`config.mk`:
```
export PLATFORM = sky130hd
export DESIGN_NAME = mlp_dot_accel
export DESIGN_NICKNAME = d
export VERILOG_FILES = /design/src/rtl/mlp_accel_pkg.sv /design/src/rtl/mlp_adder_tree.sv /design/src/rtl/mlp_dot_accel.sv
export SDC_FILE = /design/constraint.sdc
export NUM_CORES = 1
export LEC_CHECK = 0
export CAP_MARGIN = 20
export CORE_MARGIN = 4
export CORE_UTILIZATION = 40
export DETAILED_ROUTE_END_ITERATION = 10
export HOLD_SLACK_MARGIN = 0.03
export PLACE_DENSITY = 0.64
export RECOVER_POWER = 50
export SKIP_LAST_GASP = 1
export SYNTH_ARGS = -nofsm -noshare
export SYNTH_HDL_FRONTEND = slang
export SYNTH_HIERARCHICAL = 1
export SYNTH_SLANG_ARGS = --single-unit
```
`constraint.sdc`:
```
create_clock -name clk -period 10.23 [get_ports clk]
set_input_delay 2.5575 -clock clk [delete_from_list [all_inputs] [get_ports clk]]
set_output_delay 2.5575 -clock clk [all_outputs]
set_load 0.01 [all_outputs]
```
`src/rtl/mlp_accel_pkg.sv`:
```
// Shared definitions for the MLP dot-product accelerator.
// Mode bit positions, accumulator FSM states and width helpers.
package mlp_accel_pkg;

    localparam int MODE_RELU = 0;
    localparam int MODE_SAT  = 1;

    typedef enum logic {
        FIRST = 1'b0,
        MID   = 1'b1
    } acc_state_e;

    // Width of the lane-product reduction including growth bits.
    function automatic int tree_w(input int dw, input int lanes);
        return 2 * dw + $clog2(lanes);
    endfunction

endpackage

```
`src/rtl/mlp_adder_tree.sv`:
```
// Signed reduction of LANES packed products into one sum.
// Each term is sign-extended to the full output width first.
module mlp_adder_tree #(
    parameter int LANES = 4,
    parameter int IW    = 16,
    parameter int OW    = IW + $clog2(LANES)
) (
    input  logic [LANES*IW-1:0] p_i,
    output logic [OW-1:0]       sum_o
);

    logic signed [OW-1:0] acc;
    logic signed [IW-1:0] term;

    // Sum all sign-extended lane products.
    always_comb begin
        acc  = '0;
        term = '0;
        for (int i = 0; i < LANES; i++) begin
            term = p_i[i*IW +: IW];
            acc  = acc + OW'(term);
        end
    end

    assign sum_o = acc;

endmodule

```
`src/rtl/mlp_dot_accel.sv`:
```
// Multi-lane signed dot-product/accumulate engine.
// S1 multiply, S2 reduce, S3 accumulate with ReLU/saturation.
module mlp_dot_accel
    import mlp_accel_pkg::*;
#(
    parameter int LANES = 4,
    parameter int DW    = 8,
    parameter int ACC_W = 32,
    parameter int OUT_W = 32
) (
    input  logic                clk,
    input  logic                rst_n,
    input  logic                in_valid,
    output logic                in_ready,
    input  logic [LANES*DW-1:0] in_a,
    input  logic [LANES*DW-1:0] in_b,
    input  logic                in_last,
    input  logic [ACC_W-1:0]    bias,
    input  logic [1:0]          mode,
    output logic                out_valid,
    input  logic                out_ready,
    output logic [OUT_W-1:0]    out_data,
    output logic                out_ovf
);

    localparam int PW  = 2 * DW;
    localparam int SW  = tree_w(DW, LANES);
    localparam int MSB = ACC_W - 1;

    localparam logic signed [ACC_W:0] SAT_MAX =
        {{(ACC_W - OUT_W + 2){1'b0}}, {(OUT_W - 1){1'b1}}};
    localparam logic signed [ACC_W:0] SAT_MIN = ~SAT_MAX;

    logic                adv;
    logic [LANES*PW-1:0] prod;
    logic [SW-1:0]       tree_sum;

    logic                s1_valid_q;
    logic                s1_last_q;
    logic [1:0]          s1_mode_q;
    logic [ACC_W-1:0]    s1_bias_q;
    logic [LANES*PW-1:0] s1_prod_q;

    logic                s2_valid_q;
    logic                s2_last_q;
    logic [1:0]          s2_mode_q;
    logic [ACC_W-1:0]    s2_bias_q;
    logic [SW-1:0]       s2_sum_q;

    acc_state_e          state_q, state_d;
    logic [ACC_W-1:0]    acc_q, acc_d;
    logic                ovf_q, ovf_d;
    logic                out_valid_q, out_valid_d;
    logic [OUT_W-1:0]    out_data_q, out_data_d;
    logic                out_ovf_q, out_ovf_d;

    logic signed [SW-1:0]    sum_s;
    logic signed [ACC_W-1:0] base;
    logic signed [ACC_W-1:0] addend;
    logic signed [ACC_W-1:0] acc_nxt;
    logic signed [ACC_W-1:0] res;
    logic signed [ACC_W-1:0] sat_r;
    logic                    ov_now;
    logic                    ovf_nxt;

    assign adv       = !out_valid_q | out_ready;
    assign in_ready  = adv;
    assign out_valid = out_valid_q;
    assign out_data  = out_data_q;
    assign out_ovf   = out_ovf_q;

    for (genvar i = 0; i < LANES; i++) begin : g_mul
        logic signed [DW-1:0] a_s;
        logic signed [DW-1:0] b_s;
        assign a_s = in_a[i*DW +: DW];
        assign b_s = in_b[i*DW +: DW];
        assign prod[i*PW +: PW] = PW'(a_s) * PW'(b_s);
    end

    // S1: register lane products and per-beat side info.
    always_ff @(posedge clk or negedge rst_n) begin
        if (!rst_n) begin
            s1_valid_q <= 1'b0;
            s1_last_q  <= 1'b0;
            s1_mode_q  <= '0;
            s1_bias_q  <= '0;
            s1_prod_q  <= '0;
        end else if (adv) begin
            s1_valid_q <= in_valid;
            if (in_valid) begin
                s1_last_q <= in_last;
                s1_mode_q <= mode;
                s1_bias_q <= bias;
                s1_prod_q <= prod;
            end
        end
    end

    mlp_adder_tree #(
        .LANES (LANES),
        .IW    (PW),
        .OW    (SW)
    ) u_tree (
        .p_i   (s1_prod_q),
        .sum_o (tree_sum)
    );

    // S2: register the reduced beat sum.
    always_ff @(posedge clk or negedge rst_n) begin
        if (!rst_n) begin
            s2_valid_q <= 1'b0;
            s2_last_q  <= 1'b0;
            s2_mode_q  <= '0;
            s2_bias_q  <= '0;
            s2_sum_q   <= '0;
        end else if (adv) begin
            s2_valid_q <= s1_valid_q;
            if (s1_valid_q) begin
                s2_last_q <= s1_last_q;
                s2_mode_q <= s1_mode_q;
                s2_bias_q <= s1_bias_q;
                s2_sum_q  <= tree_sum;
            end
        end
    end

    // S3: accumulate, track wrap, post-process and emit on last beat.
    always_comb begin
        state_d     = state_q;
        acc_d       = acc_q;
        ovf_d       = ovf_q;
        out_valid_d = out_valid_q;
        out_data_d  = out_data_q;
        out_ovf_d   = out_ovf_q;

        sum_s   = s2_sum_q;
        base    = (state_q == FIRST) ? s2_bias_q : acc_q;
        addend  = ACC_W'(sum_s);
        acc_nxt = base + addend;
        ov_now  = (base[MSB] == addend[MSB]) &&
                  (acc_nxt[MSB] != base[MSB]);
        ovf_nxt = ((state_q == MID) & ovf_q) | ov_now;

        res = acc_nxt;
        if (s2_mode_q[MODE_RELU] && res[MSB]) begin
            res = '0;
        end
        sat_r = res;
        if (s2_mode_q[MODE_SAT] && (OUT_W < ACC_W)) begin
            if ($signed({res[MSB], res}) > SAT_MAX) begin
                sat_r = SAT_MAX[ACC_W-1:0];
            end else if ($signed({res[MSB], res}) < SAT_MIN) begin
                sat_r = SAT_MIN[ACC_W-1:0];
            end
        end

        if (adv) begin
            out_valid_d = 1'b0;
            if (s2_valid_q) begin
                acc_d = acc_nxt;
                ovf_d = ovf_nxt;
                if (s2_last_q) begin
                    state_d     = FIRST;
                    out_valid_d = 1'b1;
                    out_data_d  = sat_r[OUT_W-1:0];
                    out_ovf_d   = ovf_nxt;
                end else begin
                    state_d = MID;
                end
            end
        end
    end

    // S3 state, accumulator and output registers.
    always_ff @(posedge clk or negedge rst_n) begin
        if (!rst_n) begin
            state_q     <= FIRST;
            acc_q       <= '0;
            ovf_q       <= 1'b0;
            out_valid_q <= 1'b0;
            out_data_q  <= '0;
            out_ovf_q   <= 1'b0;
        end else begin
            state_q     <= state_d;
            acc_q       <= acc_d;
            ovf_q       <= ovf_d;
            out_valid_q <= out_valid_d;
            out_data_q  <= out_data_d;
            out_ovf_q   <= out_ovf_d;
        end
    end

endmodule

```
==> results of run 1 <==
area by class of cell:
type	count	area [um^2]
Tap cell	696	870.8
Timing Repair Buffer	147	1451
Fill cell	5064	29000
Multi-Input combinational cell	1585	14350
Clock buffer	37	762.0
Sequential cell	220	5505
Clock inverter	11	151.4
Inverter	431	1618
stage by stage:
step                hold slack [ns]  std cells  instance area [um^2]
floorplan                    0.4417       2284                 21660
global placement             0.4559       3077                 23790
detailed placement           0.4615       3077                 23790
CTS                          0.4782       3125                 24700
global route                 0.4896       3127                 24710
finish                       0.4703       3127                 24710
cell families after synthesis:
kind of cell / count (synthesis) / synth area share [%]
simple gates: 660 / 14.47
fa+ha+maj: 418 / 32.95
mux: 108 / 5.591
buf+inv: 479 / 8.346
xor+xnor: 89 / 3.598
compound gates: 310 / 9.634
flops: 220 / 25.41
layer usage:
layer / part of all wire [%] / up-vias / GRT usage (%)
li1: - / 7501 / -
met5: 0 / - / 0
met2: 49 / 247 / 29.15
met1: 46 / 7637 / 22.74
met3: 3.3 / 49 / 1.897
met4: 1.6 / 0 / 3.043
worst max-delay path: cells and delay by family:
family | cells | cell delay [ns]
buffers and inverters | 6 | 0.86
AO/OA/AOI/OAI | 3 | 0.77
adder cells (fa/ha/maj) | 5 | 2.29
AND/OR/NAND/NOR | 4 | 1.00
state kept, by name, indices dropped and copies added (netlist names):
| register | flops |
|---|---|
| s2_sum_q | 18 |
| out_data | 32 |
| s2_valid_q | 1 |
| out_valid | 1 |
| state_q | 1 |
| out_ovf | 1 |
| s2_bias_q | 32 |
| s2_last_q | 1 |
| s1_valid_q | 1 |
| ovf_q | 1 |
| acc_q | 32 |
| s1_prod_q | 64 |
| s1_mode_q | 1 |
| s1_bias_q | 32 |
| s2_mode_q | 1 |
| s1_last_q | 1 |
cells in the mapped netlist (all sizes together) (11+ instances only):
master,n
and2,169
nand2,331
o211ai,11
nor2b,31
a21oi,54
o21ai,99
a211oi,16
xnor2,60
inv,431
dfrtp,220
mux2,104
fa,254
or3,14
a21o,21
clkbuf,40
xor2,29
o21a,14
nor2,47
a22o,18
o31ai,18
nand3,27
nor3,17
ha,164
how the worst min path moves through the flow:
stage	cells after the start	end	start
after floorplan	2	s1_bias_q[0]	s1_bias_q[0]
after global placement	2	acc_q[19]	acc_q[19]
after detailed placement	2	s1_bias_q[15]	s1_bias_q[15]
after CTS	2	s1_bias_q[28]	s1_bias_q[28]
after global routing	2	s1_prod_q[4]	s1_prod_q[4]
final	2	s1_bias_q[22]	s1_bias_q[22]
==> implementation parameters, run 1 <==
Parameter                              Value

Clocking
  Post-cts resize count    0
  CTS Root Cell    sky130_fd_sc_hd__clkbuf_16
  Total clock buffers created by CTS    26
  Number of post-CTS setup repair buffers    0
  Buffer levels on the longest clock path    3
  TritonCTS clock tree    yes
  Clock Pin Slew Worst Setup and Hold Paths    0.06 ns
  Clock sinks    220
  Count of hold buffers inserted by post-cts repair    0
  Number of levels the H-tree was split into    1
  Insertion delay of the later-clocked pin in the worst-skew pair    0.55 ns

Detailed routing
  Number of DRC markers after the initial detailed-route iteration    562
  Drt first pass iters    4
  Post-DR wirelength/cell    14.99 um
  DRC violations left    0
  Average vias per placed instance    4.936
  Post-detailed-route count of antenna-violating nets    0
  Post-Route WL    46.89 mm
  Total vias in the final route    15430

Placement
  HPWL after DPL    37.73 mm
  Routability congestion estimate    0.8745
  Post-Place Setup Slack    2.723 ns
  Port bufs    136

Critical path
  End point of the critical path    s1_prod_q[15]
  CP Launch Type    input port
  Slowest stage cell on the critical path    sky130_fd_sc_hd__clkdlybuf4s50_1
  Start point of the critical path    in_b[2]
  Number of cells traversed by the worst register-to-register path    11
  Required arrival time at the worst endpoint    10.70 ns
  Cells along the critical path    clkdlybuf4s50_1 -> and2_1 -> fa_1 -> inv_1 -> fa_1 -> inv_1 -> fa_1 -> inv_1 -> fa_1 -> inv_1 -> ha_1 -> inv_1 -> o21ai_0 -> a211oi_1 -> a211oi_1 -> nor3_1 -> or4_1 -> nand3_1
  Kind of capture point of the worst setup path    register
  R2R Setup Slk    6.13 ns
  Critical-path maximum fanout    8
  Endpoint of the worst register-to-register path    out_data[28]
  Most common cell type on the critical path    sky130_fd_sc_hd__inv_1
  Data arrival, critical path    7.48 ns
  Setup Crit Path Kind    in -> reg
  Reg-to-reg critical path startpoint    state_q
  Delay of the slowest critical-path stage    0.60 ns

Flow run
  Count of max-cap constraint violations    5

Yosys
  Summed instance area of the synthesized netlist    21660 um^2
  Distinct cells, synth    64
  Number of instances in the synthesized netlist    2284
  Post-synth net total    2805
  Synth top area cells    sky130_fd_sc_hd__dfrtp_1, sky130_fd_sc_hd__fa_1, sky130_fd_sc_hd__ha_1, sky130_fd_sc_hd__inv_1, sky130_fd_sc_hd__nand2_1
  Number of warning messages in the yosys log    6
  Sequential-to-total area share from yosys stat    25.41%
  EDFF count, synth    0
  Number of register bits inferred by synthesis    220
  Proportion of netlist area held by the largest area contributor    25.41%
  Syn Area/Cell    9.484 um^2
  Largest area contributor in the netlist    sky130_fd_sc_hd__dfrtp_1
  Primary flip-flop cell chosen by synthesis mapping    sky130_fd_sc_hd__dfrtp_1
  Post-synthesis async set-or-reset flop share    100.0%

Global route
  Via count of the first global-routing pass    16540
  Total congestion overflow after global routing    0
  Number of antenna violations at the first check in global routing    0
  First-pass GRT wire length    80.83 mm
  Global-route total usage across every layer    16.66%
  Pin count of the biggest net entering global routing    83

Die
  Standard-cell row count    85
  Number of ports placed on the die boundary    138
  Die boundary height    240.7 um
  DIE AREA    57940 um^2
  Starting Density    40.33%
  Core region area    53710 um^2
  Horizontal extent of the die    240.7 um

Timing
  Max Freq    0.1426 GHz
  Slew Limit Fails    237
  Shortest period the worst path allows    7.010 ns
  Least setup slack across all paths after layout    3.220 ns
  Ratio of final minimum period to clock period    68.53%
  Setup Viol. Count Final    0
  Clock Skews    0.01601 ns
  Final Hold Fails    0
  Worst slew margin relative to its limit    -138.9%
  Total negative slack for setup checks    0 ns
  Transition time at the pin with the least slew margin    3.584 ns
  Unrepaired setup endpoints after global routing    false

Cells and area
  N_diodes    0
  Leading cell type in the layout, fill and taps excluded    sky130_fd_sc_hd__inv_1
  Number of nets in the layout    2932
  Layout cells sized above 1    6.993%
  Top library cells by usage in the layout, fill and taps aside    sky130_fd_sc_hd__inv_1, sky130_fd_sc_hd__nand2_1, sky130_fd_sc_hd__fa_1
  Signed area change from the synthesized netlist to the final layout    14.07%
  Utilization after layout    46.01%

Min path
  Hold crit path type    reg -> reg

Status
  Failing checks    capacitance limit, slew limit
  Status    complete, but fails checks
Power of run 1 is not shown: default switching activity piles up to over one toggle a cycle in this logic, so the estimate is an artifact.
==> inputs of run 2 (changes only) <==
Clock period 10.23 ns to 6.7 ns, I/O delays scaled along.
==> run 2 against run 1 <==
  * Clock skew increased by 0.011 ns
  * The run still ends with capacitance limit, slew limit left
  * Worst hold slack got worse by 0.0016 ns
  * Critical endpoint is now s1_prod_q[47]
  * Critical path depth unchanged
  * Setup slack lost 2.6 ns
==> implementation parameters, run 2 (synthesis results as in run 1) <==
Parameter                              Value

Status
  Status    complete, but fails checks
  Failing checks    capacitance limit, slew limit

Detailed routing
  Post-DR wirelength/cell    14.93 um
  DRC violations left    0
  Drt first pass iters    6
  Number of DRC markers after the initial detailed-route iteration    727
  Average vias per placed instance    4.911
  Total vias in the final route    15530
  Post-detailed-route count of antenna-violating nets    0
  Post-Route WL    47.19 mm

Clocking
  CTS Root Cell    sky130_fd_sc_hd__clkbuf_16
  Number of levels the H-tree was split into    1
  Post-cts resize count    0
  Number of post-CTS setup repair buffers    0
  Total clock buffers created by CTS    26
  Clock Pin Slew Worst Setup and Hold Paths    0.05 ns
  Count of hold buffers inserted by post-cts repair    0
  Clock sinks    220
  Buffer levels on the longest clock path    3
  Insertion delay of the later-clocked pin in the worst-skew pair    0.55 ns
  TritonCTS clock tree    yes

Critical path
  Number of cells traversed by the worst register-to-register path    11
  CP Launch Type    input port
  End point of the critical path    s1_prod_q[47]
  Reg-to-reg critical path startpoint    state_q
  Delay of the slowest critical-path stage    0.57 ns
  Required arrival time at the worst endpoint    7.00 ns
  Data arrival, critical path    6.41 ns
  Cell type group with the largest total delay on the critical path    adder cells
  Crit path depth    18
  Setup Crit Path Kind    in -> reg
  Kind of capture point of the worst setup path    register
  Critical-path maximum fanout    8
  Slowest stage cell on the critical path    sky130_fd_sc_hd__clkdlybuf4s50_1
  Critical path buffers and inverters    6
  Most common cell type on the critical path    sky130_fd_sc_hd__inv_1
  Endpoint of the worst register-to-register path    out_data[30]
  Cells along the critical path    clkdlybuf4s50_1 -> and2_1 -> fa_1 -> inv_1 -> fa_1 -> inv_1 -> fa_1 -> inv_1 -> fa_1 -> inv_1 -> ha_1 -> inv_1 -> o21ai_0 -> a211oi_1 -> a211oi_1 -> o31ai_1 -> xnor2_1 -> o21ai_0
  R2R Setup Slk    2.00 ns
  Start point of the critical path    in_b[17]

Timing
  Max Freq    0.1636 GHz
  Transition time at the pin with the least slew margin    3.286 ns
  Unrepaired setup endpoints after global routing    false
  Shortest period the worst path allows    6.112 ns
  Ratio of final minimum period to clock period    91.22%
  Worst slew margin relative to its limit    -119.1%
  Slew Limit Fails    415
  Clock Skews    0.02696 ns
  Total negative slack for setup checks    0 ns
  Final Hold Fails    0
  Setup Viol. Count Final    0

Die
  Standard-cell row count    85
  Horizontal extent of the die    240.7 um
  Core region area    53710 um^2
  DIE AREA    57940 um^2
  Die boundary height    240.7 um
  Starting Density    40.33%
  Number of ports placed on the die boundary    138

Placement
  HPWL after DPL    38.22 mm
  Routability congestion estimate    0.8727
  Port bufs    136

Cells and area
  Flip-flop count of the largest register, all copies and words added    64
  Signed area change from the synthesized netlist to the final layout    15.41%
  Top library cells by usage in the layout, fill and taps aside    sky130_fd_sc_hd__inv_1, sky130_fd_sc_hd__nand2_1, sky130_fd_sc_hd__fa_1
  # fillers    5048
  Leading cell type in the layout, fill and taps excluded    sky130_fd_sc_hd__inv_1
  Reg with most FFs    s1_prod_q
  Layout cells sized above 1    8.398%
  N_diodes    0
  Number of nets in the layout    2967

Flow run
  Count of max-cap constraint violations    6

Global route
  Number of antenna violations at the first check in global routing    0
  First-pass GRT wire length    81.81 mm
  Global-route total usage across every layer    16.84%
  Via count of the first global-routing pass    16540
  Pin count of the biggest net entering global routing    133
  Total congestion overflow after global routing    0

Min path
  Hold crit path type    reg -> reg
## run 2: changes by cell type in the layout (fill, tap and decap cells not counted), sizes merged
cell,previous run,this run
buf,7,40
bufinv,3,6
clkbuf,41,39
clkdlybuf4s50,134,126
dlygate4sd3,1,9
## run 2: how the worst min path moves through the flow
stage,startpoint,end,cells after the start
2_1_floorplan,s1_bias_q[0],s1_bias_q[0],2
3_3_place_gp,acc_q[19],acc_q[19],2
3_5_place_dp,s1_bias_q[18],s1_bias_q[18],2
4_1_cts,s1_prod_q[4],s1_prod_q[4],2
5_1_grt,s1_prod_q[4],s1_prod_q[4],2
6_report,s1_prod_q[4],s1_prod_q[4],2
## run 2: stage by stage
stage	area [um^2]	setup WS [ns]	util (%)	cells	hold WS, ns
2_1_floorplan	21660	1.122	-	2284	0.4417
3_3_place_gp	24060	0.2122	44.79	3113	0.4567
3_5_place_dp	24060	0.1709	44.79	3113	0.4615
4_1_cts	25020	0.6967	46.59	3160	0.4761
5_1_grt	25000	0.3600	46.55	3161	0.4871
6_report	25000	0.5882	46.55	3161	0.4687
## run 2: per-layer routing
| layer | track usage, % | vias up | routed length, um |
|---|---|---|---|
| met4 | 2.851 | 0 | 817 |
| met5 | 0 | - | 0 |
| li1 | - | 7573 | - |
| met2 | 29.26 | 226 | 23040 |
| met3 | 1.634 | 55 | 1348 |
| met1 | 23.43 | 7671 | 21980 |
## run 2: layout make-up
| class | count | area (um^2) | area share, % |
|---|---|---|---|
| Clock buffer | 33 | 726.9 | 2.908 |
| Tap cell | 696 | 870.8 | 3.483 |
| Sequential cell | 220 | 5505 | 22.02 |
| Clock inverter | 14 | 237.7 | 0.9509 |
| Timing Repair Buffer | 182 | 1689 | 6.756 |
| Inverter | 431 | 1618 | 6.471 |
| Multi-Input combinational cell | 1585 | 14350 | 57.41 |
## run 2: worst register-to-register path, delay by kind of cell (launching register included)
family,cells,cell delay [ns]
AOI/OAI and AO/OA,8,2.45
adders and majority gates,1,0.37
buffers and inverters,1,0.36
DFF,1,1.08
muxes,1,0.37
Power of run 2 is left out for the same reason.
==> inputs of run 3 (changes only) <==
Settings changed: CTS_CLUSTER_SIZE set to 25.
==> results of run 3 <==
Same layout as run 2: the final DEF is identical, and so are final timing and power.
Power of run 3 is left out for the same reason.
==> edit: new RTL, flow settings as in run 3 <==
Register the output `out_ovf` once more, with the module's reset; this adds one clock of latency there. The other outputs are not delayed to match.
--- a/src/rtl/mlp_dot_accel.sv
+++ b/src/rtl/mlp_dot_accel.sv
@@ -69,3 +69,9 @@
     assign out_data  = out_data_q;
-    assign out_ovf   = out_ovf_q;
+    always_ff @(posedge clk or negedge rst_n) begin
+        if (!rst_n) begin
+            out_ovf <= '0;
+        end else begin
+            out_ovf <= out_ovf_q;
+        end
+    end
 
Behaviour: not the same (a bounded check fails within 4 cycles, from zero or initial values and one cycle with rst_n low).
==> edit against run 3 <==
  * The run still ends with max-capacitance violations, max-slew violations left
  * Global-route usage down 0.12 points
  * Sequential cell count up 1
  * Routed wire length is 0.22% lower
  * Core utilization barely moved
  * Setup slack better by 0.062 ns
  * Die area rose by 0.11%
  * Maximum frequency rose by 1.0%
  * Cell area hardly changed
  * Final cell count about the same
  * Critical path type unchanged
  * Synthesized area grew 0.12%
  * First-iteration DRC count rose by 1.1%
  * Clock skew rose by 0.0017 ns
  * Highest routed layer unchanged
Power is not shown: default switching activity piles up to over one toggle a cycle in this logic, so the estimate is an artifact.
==> edit: results (changes against run 3) <==
Maximum Capacitance Violations=4 (-2); Worst-Margin Slew=4.20 ns (+0.910 ns); share of layout cells above drive strength 1=8.51% (+0.11 points); FILL cells=5049 (+0.020%); Post-CTS Setup Inserts=0 (unchanged); I/O Buffers=136 (unchanged); largest net degree at the start of global routing=136 (+2.3%); synth top area cells=dfrtp_1 26%, fa_1 23%, ha_1 9.5%; Post-Place Cell Area=24100 um2 (+0.19%); first drt pass iteration count=5 (-1); Primary FF master, synth=dfrtp_1; nets@finish=2969 (+0.067%); drt wl/cell=14.9 um (-0.29%); cell with the largest stage delay on the worst path=fa_1; Vias per Instance=4.93 (+0.39%); vias in the first global route=16700 (+1.2%); DRT iter0 DRCs=735 (+1.1%); Final HPWL DP=38500 um (+0.66%); Critical Path Max Stage Delay=0.61 ns (+0.04 ns); gr usage total=16.7% (-0.12 points); global-route wire length before repair=81600 um (-0.30%); FFs w/ async S/R, synth=100% (unchanged); Final Wtd Congestion=0.862 (-1.2%); max-slew violations=243 (-41%); status=complete, but fails checks; grt met2 use=29.1% (-0.20 points); Post-Syn Nets=2806 (+0.036%); Worst-path clk slew=0.06 ns; crit-path max FO=9 (+1); met3 GRT Util=1.62% (-0.011 points); GRT met1 Usage=23.2% (-0.24 points); Resized Gates After CTS=0 (unchanged); CP arrival=6.52 ns (+0.11 ns); sequential area share after synthesis=25.5% (+0.086 points); failing checks=max-capacitance violations, max-slew violations; final clock skew=0.0286 ns (+0.00167 ns); diode count=0 (unchanged); most frequent cells after synthesis=431 x inv_1, 331 x nand2_1, 254 x fa_1, 221 x dfrtp_1, 169 x and2_1
## edit: cell count changes in the layout (fill, tap and decap cells not counted), moves of 2 or more
cell,run 3,this run
buf_4,40,43
bufinv_16,6,1
clkbuf_1,6,4
clkbuf_8,5,11
clkdlybuf4s50_1,126,134
clkinv_2,5,3
dlygate4sd3_1,9,1
## edit: stage by stage
| stage | instances | setup slack (ns) |
|---|---|---|
| 4_1_cts | 3162 | 0.716 |
| 5_1_grt | 3163 | 0.343 |
| 3_3_place_gp | 3115 | 0.248 |
| 3_5_place_dp | 3115 | 0.170 |
| 6_report | 3163 | 0.651 |
| 2_1_floorplan | 2285 | 1.12 |
## edit: cell families (layout without fill, tap and decap cells)
logic type	Yosys count	count (layout)	share of synthesized area [%]
buffers and inverters	479	661	8.34
AO/OA/AOI/OAI	310	310	9.62
adder cells (fa/ha/maj)	418	418	32.9
multiplexers	108	108	5.58
AND/OR/NAND/NOR	660	660	14.5
flip-flops	221	221	25.5
XOR/XNOR	89	89	3.59
## edit: cell type report
| class | instances | area (um2) | share of cell area (%) |
|---|---|---|---|
| multi-input cells | 1585 | 14400 | 57.4 |
| flip-flops and latches | 221 | 5530 | 22.1 |
| repair buffers | 183 | 1720 | 6.87 |
| inverters | 431 | 1620 | 6.48 |
| well taps | 696 | 871 | 3.49 |
| clock buffers | 39 | 810 | 3.24 |
| clock inverters | 8 | 85.1 | 0.341 |
## edit: worst paths after layout
check,from,end,slack [ns],cells past startpoint
max in group asynchronous,rst_n,s1_prod_q[60]$_DFFE_PN0P_,1.50,1
worst max-delay path,in_b[7],s1_prod_q[15]$_DFFE_PN0P_,0.65,17
min in group asynchronous,rst_n,s2_bias_q[11]$_DFFE_PN0P_,2.85,1
worst min-delay path,out_ovf_q$_DFFE_PN0P_,out_ovf$_DFF_PN0_,0.40,0
worst max register to register,state_q$_DFFE_PN0P_,out_data[20]$_DFFE_PN0P_,1.96,11
worst min register to register,out_ovf_q$_DFFE_PN0P_,out_ovf$_DFF_PN0_,0.40,0
## edit: layer usage
metal  wire length (um)  share of wire [%]
met5                  0                  0
met4                792                1.7
met3               1440                3.0
met2              23000                 49
met1              21800                 46
## edit: critical path: cells and delay by family
| kind | cells | cell delay, ns |
|---|---|---|
| AOI/OAI and AO/OA | 3 | 0.80 |
| buffers and inverters | 6 | 0.86 |
| and+or+nand+nor | 3 | 0.75 |
| adders and majority gates | 5 | 2.40 |
